[src/rtl/id_ex_stage.sv]
// id_ex_stage: ID/EX pipeline register of the 5-stage MIPS core.
// Captures the decoded control bundle and operands for EX, detects load-use
// hazards against the instruction in EX (one-cycle bubble + upstream stall),
// and supports flush (taken branch) and hold (downstream stall).
// Optional build macro: ID_EX_PERF_CNT_EN adds bubble_cnt_o / flush_cnt_o.
//
// Flow control: ex_valid_o marks a real instruction in EX. There is no ready
// signal; stall_o tells the upstream stages to hold PC and IF/ID so the same ID
// instruction is re-presented on the next cycle. A bubble is an all-zero
// bundle, so it can never write registers or memory.
module id_ex_stage #(
  parameter int DATA_W = 32,
  parameter int REG_AW = 5
) (
  input  logic              clk_i,
  input  logic              rst_i,
  input  logic              id_valid_i,
  input  logic              regwrite_i,
  input  logic [3:0]        alu_op_i,
  input  logic              alu_src_i,
  input  logic [1:0]        reg_dst_i,
  input  logic              branch_i,
  input  logic [1:0]        mem_to_reg_i,
  input  logic              mem_read_i,
  input  logic              mem_write_i,
  input  logic [DATA_W-1:0] rs_data_i,
  input  logic [DATA_W-1:0] rt_data_i,
  input  logic [DATA_W-1:0] imm_i,
  input  logic [DATA_W-1:0] pc4_i,
  input  logic [REG_AW-1:0] rs_addr_i,
  input  logic [REG_AW-1:0] rt_addr_i,
  input  logic [REG_AW-1:0] rd_addr_i,
  input  logic [5:0]        funct_i,
  input  logic              flush_i,
  input  logic              hold_i,
`ifdef ID_EX_PERF_CNT_EN
  output logic [31:0]       bubble_cnt_o,
  output logic [31:0]       flush_cnt_o,
`endif
  output logic              stall_o,
  output logic              ex_valid_o,
  output logic              regwrite_o,
  output logic [3:0]        alu_op_o,
  output logic              alu_src_o,
  output logic [1:0]        reg_dst_o,
  output logic              branch_o,
  output logic [1:0]        mem_to_reg_o,
  output logic              mem_read_o,
  output logic              mem_write_o,
  output logic [DATA_W-1:0] rs_data_o,
  output logic [DATA_W-1:0] rt_data_o,
  output logic [DATA_W-1:0] imm_o,
  output logic [DATA_W-1:0] pc4_o,
  output logic [REG_AW-1:0] rs_addr_o,
  output logic [REG_AW-1:0] rt_addr_o,
  output logic [REG_AW-1:0] rd_addr_o,
  output logic [5:0]        funct_o
);

  typedef struct packed {
    logic              valid;
    logic              regwrite;
    logic [3:0]        alu_op;
    logic              alu_src;
    logic [1:0]        reg_dst;
    logic              branch;
    logic [1:0]        mem_to_reg;
    logic              mem_read;
    logic              mem_write;
    logic [DATA_W-1:0] rs_data;
    logic [DATA_W-1:0] rt_data;
    logic [DATA_W-1:0] imm;
    logic [DATA_W-1:0] pc4;
    logic [REG_AW-1:0] rs_addr;
    logic [REG_AW-1:0] rt_addr;
    logic [REG_AW-1:0] rd_addr;
    logic [5:0]        funct;
  } ex_bundle_t;

  ex_bundle_t ex_q;
  ex_bundle_t cap_d;
  logic       hazard;
  logic       illegal_mem;
  logic       regwrite_eff;

  // Load-use hazard against the load currently in EX, plus the stall request.
  always_comb begin
    hazard = id_valid_i & ex_q.valid & ex_q.mem_read & (ex_q.rt_addr != '0) &
             ((ex_q.rt_addr == rs_addr_i) | (ex_q.rt_addr == rt_addr_i));
    stall_o = rst_i & ~flush_i & (hold_i | hazard);
  end

  // Masked capture bundle: decoder don't-cares never reach EX.
  always_comb begin
    cap_d        = '0;
    illegal_mem  = mem_read_i & mem_write_i;
    regwrite_eff = regwrite_i & ~illegal_mem;
    if (id_valid_i) begin
      cap_d.valid      = 1'b1;
      cap_d.regwrite   = regwrite_eff;
      cap_d.alu_op     = alu_op_i;
      cap_d.alu_src    = alu_src_i;
      cap_d.reg_dst    = regwrite_eff ? reg_dst_i : 2'd0;
      cap_d.branch     = branch_i;
      cap_d.mem_to_reg = regwrite_eff ? mem_to_reg_i : 2'd0;
      cap_d.mem_read   = mem_read_i & ~illegal_mem;
      cap_d.mem_write  = mem_write_i & ~illegal_mem;
      cap_d.rs_data    = rs_data_i;
      cap_d.rt_data    = rt_data_i;
      cap_d.imm        = imm_i;
      cap_d.pc4        = pc4_i;
      cap_d.rs_addr    = rs_addr_i;
      cap_d.rt_addr    = rt_addr_i;
      cap_d.rd_addr    = rd_addr_i;
      cap_d.funct      = funct_i;
    end
  end

  // Pipeline register: flush beats hold, hold beats hazard, else capture.
  always_ff @(posedge clk_i or negedge rst_i) begin
    if (!rst_i) begin
      ex_q <= '0;
    end else if (flush_i) begin
      ex_q <= '0;
    end else if (!hold_i) begin
      ex_q <= hazard ? '0 : cap_d;
    end
  end

`ifdef ID_EX_PERF_CNT_EN
  // Event counters for hazard bubbles and flushes; they freeze under hold.
  always_ff @(posedge clk_i or negedge rst_i) begin
    if (!rst_i) begin
      bubble_cnt_o <= '0;
      flush_cnt_o  <= '0;
    end else if (flush_i) begin
      flush_cnt_o <= flush_cnt_o + 32'd1;
    end else if (!hold_i && hazard) begin
      bubble_cnt_o <= bubble_cnt_o + 32'd1;
    end
  end
`endif

  assign ex_valid_o   = ex_q.valid;
  assign regwrite_o   = ex_q.regwrite;
  assign alu_op_o     = ex_q.alu_op;
  assign alu_src_o    = ex_q.alu_src;
  assign reg_dst_o    = ex_q.reg_dst;
  assign branch_o     = ex_q.branch;
  assign mem_to_reg_o = ex_q.mem_to_reg;
  assign mem_read_o   = ex_q.mem_read;
  assign mem_write_o  = ex_q.mem_write;
  assign rs_data_o    = ex_q.rs_data;
  assign rt_data_o    = ex_q.rt_data;
  assign imm_o        = ex_q.imm;
  assign pc4_o        = ex_q.pc4;
  assign rs_addr_o    = ex_q.rs_addr;
  assign rt_addr_o    = ex_q.rt_addr;
  assign rd_addr_o    = ex_q.rd_addr;
  assign funct_o      = ex_q.funct;

endmodule

[config.mk]
export PLATFORM = sky130hd
export DESIGN_NAME = id_ex_stage
export DESIGN_NICKNAME = d
export VERILOG_FILES = /design/src/rtl/id_ex_stage.sv
export SDC_FILE = /design/constraint.sdc
export NUM_CORES = 1
export LEC_CHECK = 0
export CAP_MARGIN = 20
export CORE_ASPECT_RATIO = 0.75
export CORE_MARGIN = 2
export CORE_UTILIZATION = 35
export CTS_BUF_LIST = sky130_fd_sc_hd__clkbuf_8
export DETAILED_ROUTE_END_ITERATION = 6
export PLACE_DENSITY_LB_ADDON = 0.25
export SKIP_CTS_REPAIR_TIMING = 1
export SYNTH_ARGS = -nofsm -noshare
export SYNTH_HDL_FRONTEND = slang
export SYNTH_SLANG_ARGS = --single-unit
[constraint.sdc]
create_clock -name clk_i -period 4.5 [get_ports clk_i]
set_input_delay 0.45 -clock clk_i [delete_from_list [all_inputs] [get_ports clk_i]]
set_output_delay 0.45 -clock clk_i [all_outputs]
set_load 0.01 [all_outputs]
After elaboration in Yosys (flattened, before gate mapping)

Index checks and enable logic that the tools add are counted.

Word-level logic and storage cells: 41
Register bits after elaboration: 163
Bits of input ports: 167
Output and inout bits: 164

Reductions and logical operators: 1
Bitwise gates (word level): 14
Multiplexer cells: 6
Eq/ne operators: 3

Operator list:

| kind                                  | count |
|---|---|
| two-way mux 163 bit                   | 4 |
| AND 1 bit                             | 10 |
| equality test 5 bit                   | 2 |
| nonzero test 5 bit                    | 1 |
| two-way mux 2 bit                     | 2 |
| != test 2 bit (second input constant) | 1 |
| NOT 1 bit                             | 2 |
| OR 1 bit                              | 2 |

Logic depth before layout (Yosys ltp)

Word-level depth: 8
Gate-level depth with buffers: 6

Least setup slack after synthesis

OpenSTA, ideal clock, no wires.

Path type: reg2out
Start: register ex_q, in the netlist rt_addr_o[1]
End: output port stall_o
Data arrival time: 1.698 ns
Path buffers: 1
Stages on the path, launching flop included: 6
Setup slack: 2.352 ns
Cell sequence: dfrtp_1 > or4_1 > o2111ai_2 > buf_4 > nor3b_1 > a32o_1

Cells in the longest elaborated chain, start to end: 5
Elaborated cells on any way between the ends: 8

RTL lines:

| what                                                             | line   | RTL |
|---|---|---|
| from (decl)                                                      | 80     | `ex_bundle_t ex_q;` |
| from (signal assigned)                                           | 126    | `ex_q <= hazard ? '0 : cap_d;` |
| equality test 5 bit / nonzero test 5 bit (equally long branches) | 89, 88 |  |
| OR 1 bit / AND 1 bit (equally long branches)                     | 89, 88 |  |
| AND 1 bit *                                                      | 88     | `hazard = id_valid_i & ex_q.valid & ex_q.mem_read & (ex_q.rt_addr != '0) &` |
| OR 1 bit *                                                       | 90     | `stall_o = rst_i & ~flush_i & (hold_i \| hazard);` |
| AND 1 bit *                                                      | 90     |  |
| to (decl)                                                        | 40     | `output logic stall_o,` |

Mark *: on every way between the ends. The rest lies on a longest branch, timed or not.

Worst setup path after layout

Ends and elaborated chain as after synthesis.

==> summary.md <==
| Metric | Value |
|---|---|
| Setup Viol. Count Final | 0 |
| Sequential area share after synthesis | 53.7% |
| Setup_tns | 0 ns |
| Setup repair after global routing missed its margin | no |
| Instance count of the mapped netlist | 768 |
| Area of the multi-input gates | 3070 sq um |
| Fraction of layout instances using a drive strength above 1 | 4.28% |
| Cells after DPL | 1,306 |
| Number of warnings printed during yosys synthesis | 0 |
| Port bufs | 330 |
| Number of iterations in the first detailed-routing pass | 6 |
| Mean cell area of the mapped netlist | 9.89 sq um |
| Final wirelength | 24,800 microns |
| Worst stage delay on the critical path | 0.60 ns |
| Data required time at the worst endpoint | just over 4 ns |
| Sequential cell area | 4080 sq um |
| Area Overhead vs Synth | 49.5% |
| Syn Std Cell Area | 7590 sq um |
| CP Data Arrival Time | 2.51 ns |
| CTS buffer count | 17 |
| Fmax | 0.338 GHz |
| CTS Buffer Depth | 2 |
| Smallest hold slack | 0.489 ns |
| Die width | 174 microns |
| Power density over the cells | 299 nW/um^2 |
| Clock Latency Late Sink | 0.45 ns |
| Clk slew on worst S/H paths | about 0.1 ns |
| Crit share post-route | 65.8% |
| Starting Density | 35.8% |
| Peak VDD IR | roughly 0.00015 V |
| Worst Hold Class | input port to async pin |
| Startpoint kind of the worst setup timing path | flip-flop |
| Crit Path Class | flip-flop to output port |
| Number of cells on the worst reg-to-reg path | 5 |
| Clock root cell | clkbuf_8 |
| Nature of the critical path endpoint | output port |
| Final RePlAce weighted congestion | a little under 0.8 |
| Remaining global-route overflow | 0 |
| Clock tree sinks | 163 |
| Summed area of non-filler cells in the final layout | between 10,000 and 15,000 sq um |
| Final clock skew | roughly 0.018 ns |
| Antenna violations before repair | 0 |
| Via density per instance | 5.46 |
| Cells along the critical path | or4_1 > o2111ai_4 > nor3b_1 > a32o_1 > clkdlybuf4s50_1 |
| Maximum fanout along the worst path | 5 |
| Net count, final | 1,205 |
| Row count | 46 |
| Count of antenna-violating nets left after detailed routing | 0 |
| Minimum clock period | 2.96 ns |
| Share of flip-flops with an asynchronous set or reset | 100% |
| Count of pins on the block boundary | around 330 |
| Wire length per cell | 18.5 microns |
| Via count of the first global-routing pass | 6,835 |
| Final worst setup slack | 1.54 ns |
| Number of flip-flops and latches in the synthesized netlist | 163 |
| Net count of the mapped netlist | 935 |
| Worst slew margin relative to its limit | a little over two fifths |
| Top FF cell, synth | dfrtp_1 |
| Chip Height | 132 microns |
| Total placed instance area | 11,000 sq um |
| Layout Utilization | 53.5% |
| Deepest level of the CTS H-tree | 4 |
| Cell with the largest stage delay on the worst path | or4_1 |
| Count of filler cells inserted in the layout | 1,922 |
| Startpoint of the worst-slack reg-to-reg timing path | rt_addr_o[1]$_DFFE_PN0P_ |
| Core region area | ~21,000 sq um |
| Total chip power | between 3 and 4 mW |
| Max Cap Violations | 0 |
| Number of enable-type register cells in the synthesized netlist | 0 |
| Area of the die | 22,900 sq um |
| Buffers and inverters on the worst path | 1 |
| CTS tree | done |
| Pre-CTS worst setup slack | ~1.7 ns |
| Total leakage power | 4.25 nW |
| Run status | complete, no violations |
| Worst slew pin tran | just under 0.9 ns |
| Global-route wire length before repair | 39,200 microns |
| Final routed DRC violation total | 0 |
| Kind of cell with the highest combined delay on the critical path | simple AND/OR/NAND/NOR gates |
| Number of endpoints with negative hold slack in the final report | 0 |
| Antenna Diode Count | 0 |
| Final cell count without fillers | 1,339 |
| Library cells used by synthesis | 22 |
| Total via count after detailed routing | around 7,300 |
| End of the worst register-to-register path | imm_o[23]$_DFFE_PN0P_ |
| R2R Setup Slk | 2.08 ns |
| Number of DRC markers after the initial detailed-route iteration | 546 |
| Largest net degree at the start of global routing | 164 |
| Max-slew violation count | 0 |
| Half-perimeter wire length of the detailed placement result | 15,400 microns |
| Global router's overall resource usage | a little over a fifth |
==> cells by family after synthesis <==
kind of cell	share of synthesized area, %
AOI/OAI and AO/OA	29.9
xor gates and xnor gates	1.15
buffers and inverters	6.33
DFF	53.7
and+or+nand+nor	8.90
==> per-layer routing <==
metal | routed length, microns | track usage [%] | vias to the layer above
met4 | 256 | 5.14 | 0
li1 | - | - | 3456
met3 | 1960 | 6.66 | 15
met1 | 11100 | 29.4 | 3570
met2 | 11400 | 31.7 | 268
met5 | 0 | 0 | -
==> cells in the final DEF, fill, tap and decap left out, drive strengths merged, types with 3 or more instances in the layout <==
master	count
o21ai	163
xnor2	10
inv	8
nand2	164
a32oi	161
nand3	3
clkbuf	19
clkinvlp	4
dfrtp	163
clkdlybuf4s50	329
buf	10
clkinv	3
==> Yosys cell counts (all sizes together) (2+ instances only) <==
cell type,n,area [sq um]
a22oi,2,15.0
xnor2,10,87.6
buf,24,225
nor3b,2,15.0
dfrtp,163,4080
nand3,3,15.0
o21ai,163,816
nor2b,2,12.5
a32oi,161,1410
inv,3,11.3
clkbuf,65,244
nand2,164,616
==> worst max-delay path by stage <==
stage	startpoint	to	slack [ns]	cells past startpoint
2_1_floorplan	rt_addr_o[1]$_DFFE_PN0P_	stall_o	2.35	5
3_3_place_gp	id_valid_i	alu_src_o$_DFFE_PN0P_	1.69	6
3_5_place_dp	id_valid_i	rs_data_o[29]$_DFFE_PN0P_	1.65	6
4_1_cts	rt_addr_o[1]$_DFFE_PN0P_	stall_o	1.49	5
5_1_grt	rt_addr_o[1]$_DFFE_PN0P_	stall_o	1.43	5
6_report	rt_addr_o[1]$_DFFE_PN0P_	stall_o	1.54	5
==> worst reg2reg max path, stage by stage, from the launching register on <==
cell	delay (ns)
dfrtp_1	0.45
or4_1	0.60
o2111ai_4	0.25
buf_12	0.58
a32oi_1	0.34
o21ai_0	0.12
==> cell type report <==
type	count	area share, %
Multi-Input combinational cell	513	27.1
Timing Repair Buffer	340	30.3
Sequential cell	163	35.9
Inverter	3	0.0992
Clock inverter	13	1.10
Clock buffer	19	2.30
Tap cell	288	3.17
==> registers in the layout, summed over array words and instances (netlist names), 2 cells and up <==
signal        count
alu_op_o          4
funct_o           6
imm_o            32
mem_to_reg_o      2
pc4_o            32
rd_addr_o         5
reg_dst_o         2
rs_addr_o         5
rs_data_o        32
rt_addr_o         5
rt_data_o        32
==> power breakdown <==
group / switching, mW / total [mW] / internal (mW)
clock network: 0.588 / 1.06 / 0.475
logic: 0.322 / 0.704 / 0.382
registers: 0.0651 / 1.63 / 1.57
(Power assumes the default switching activity.)
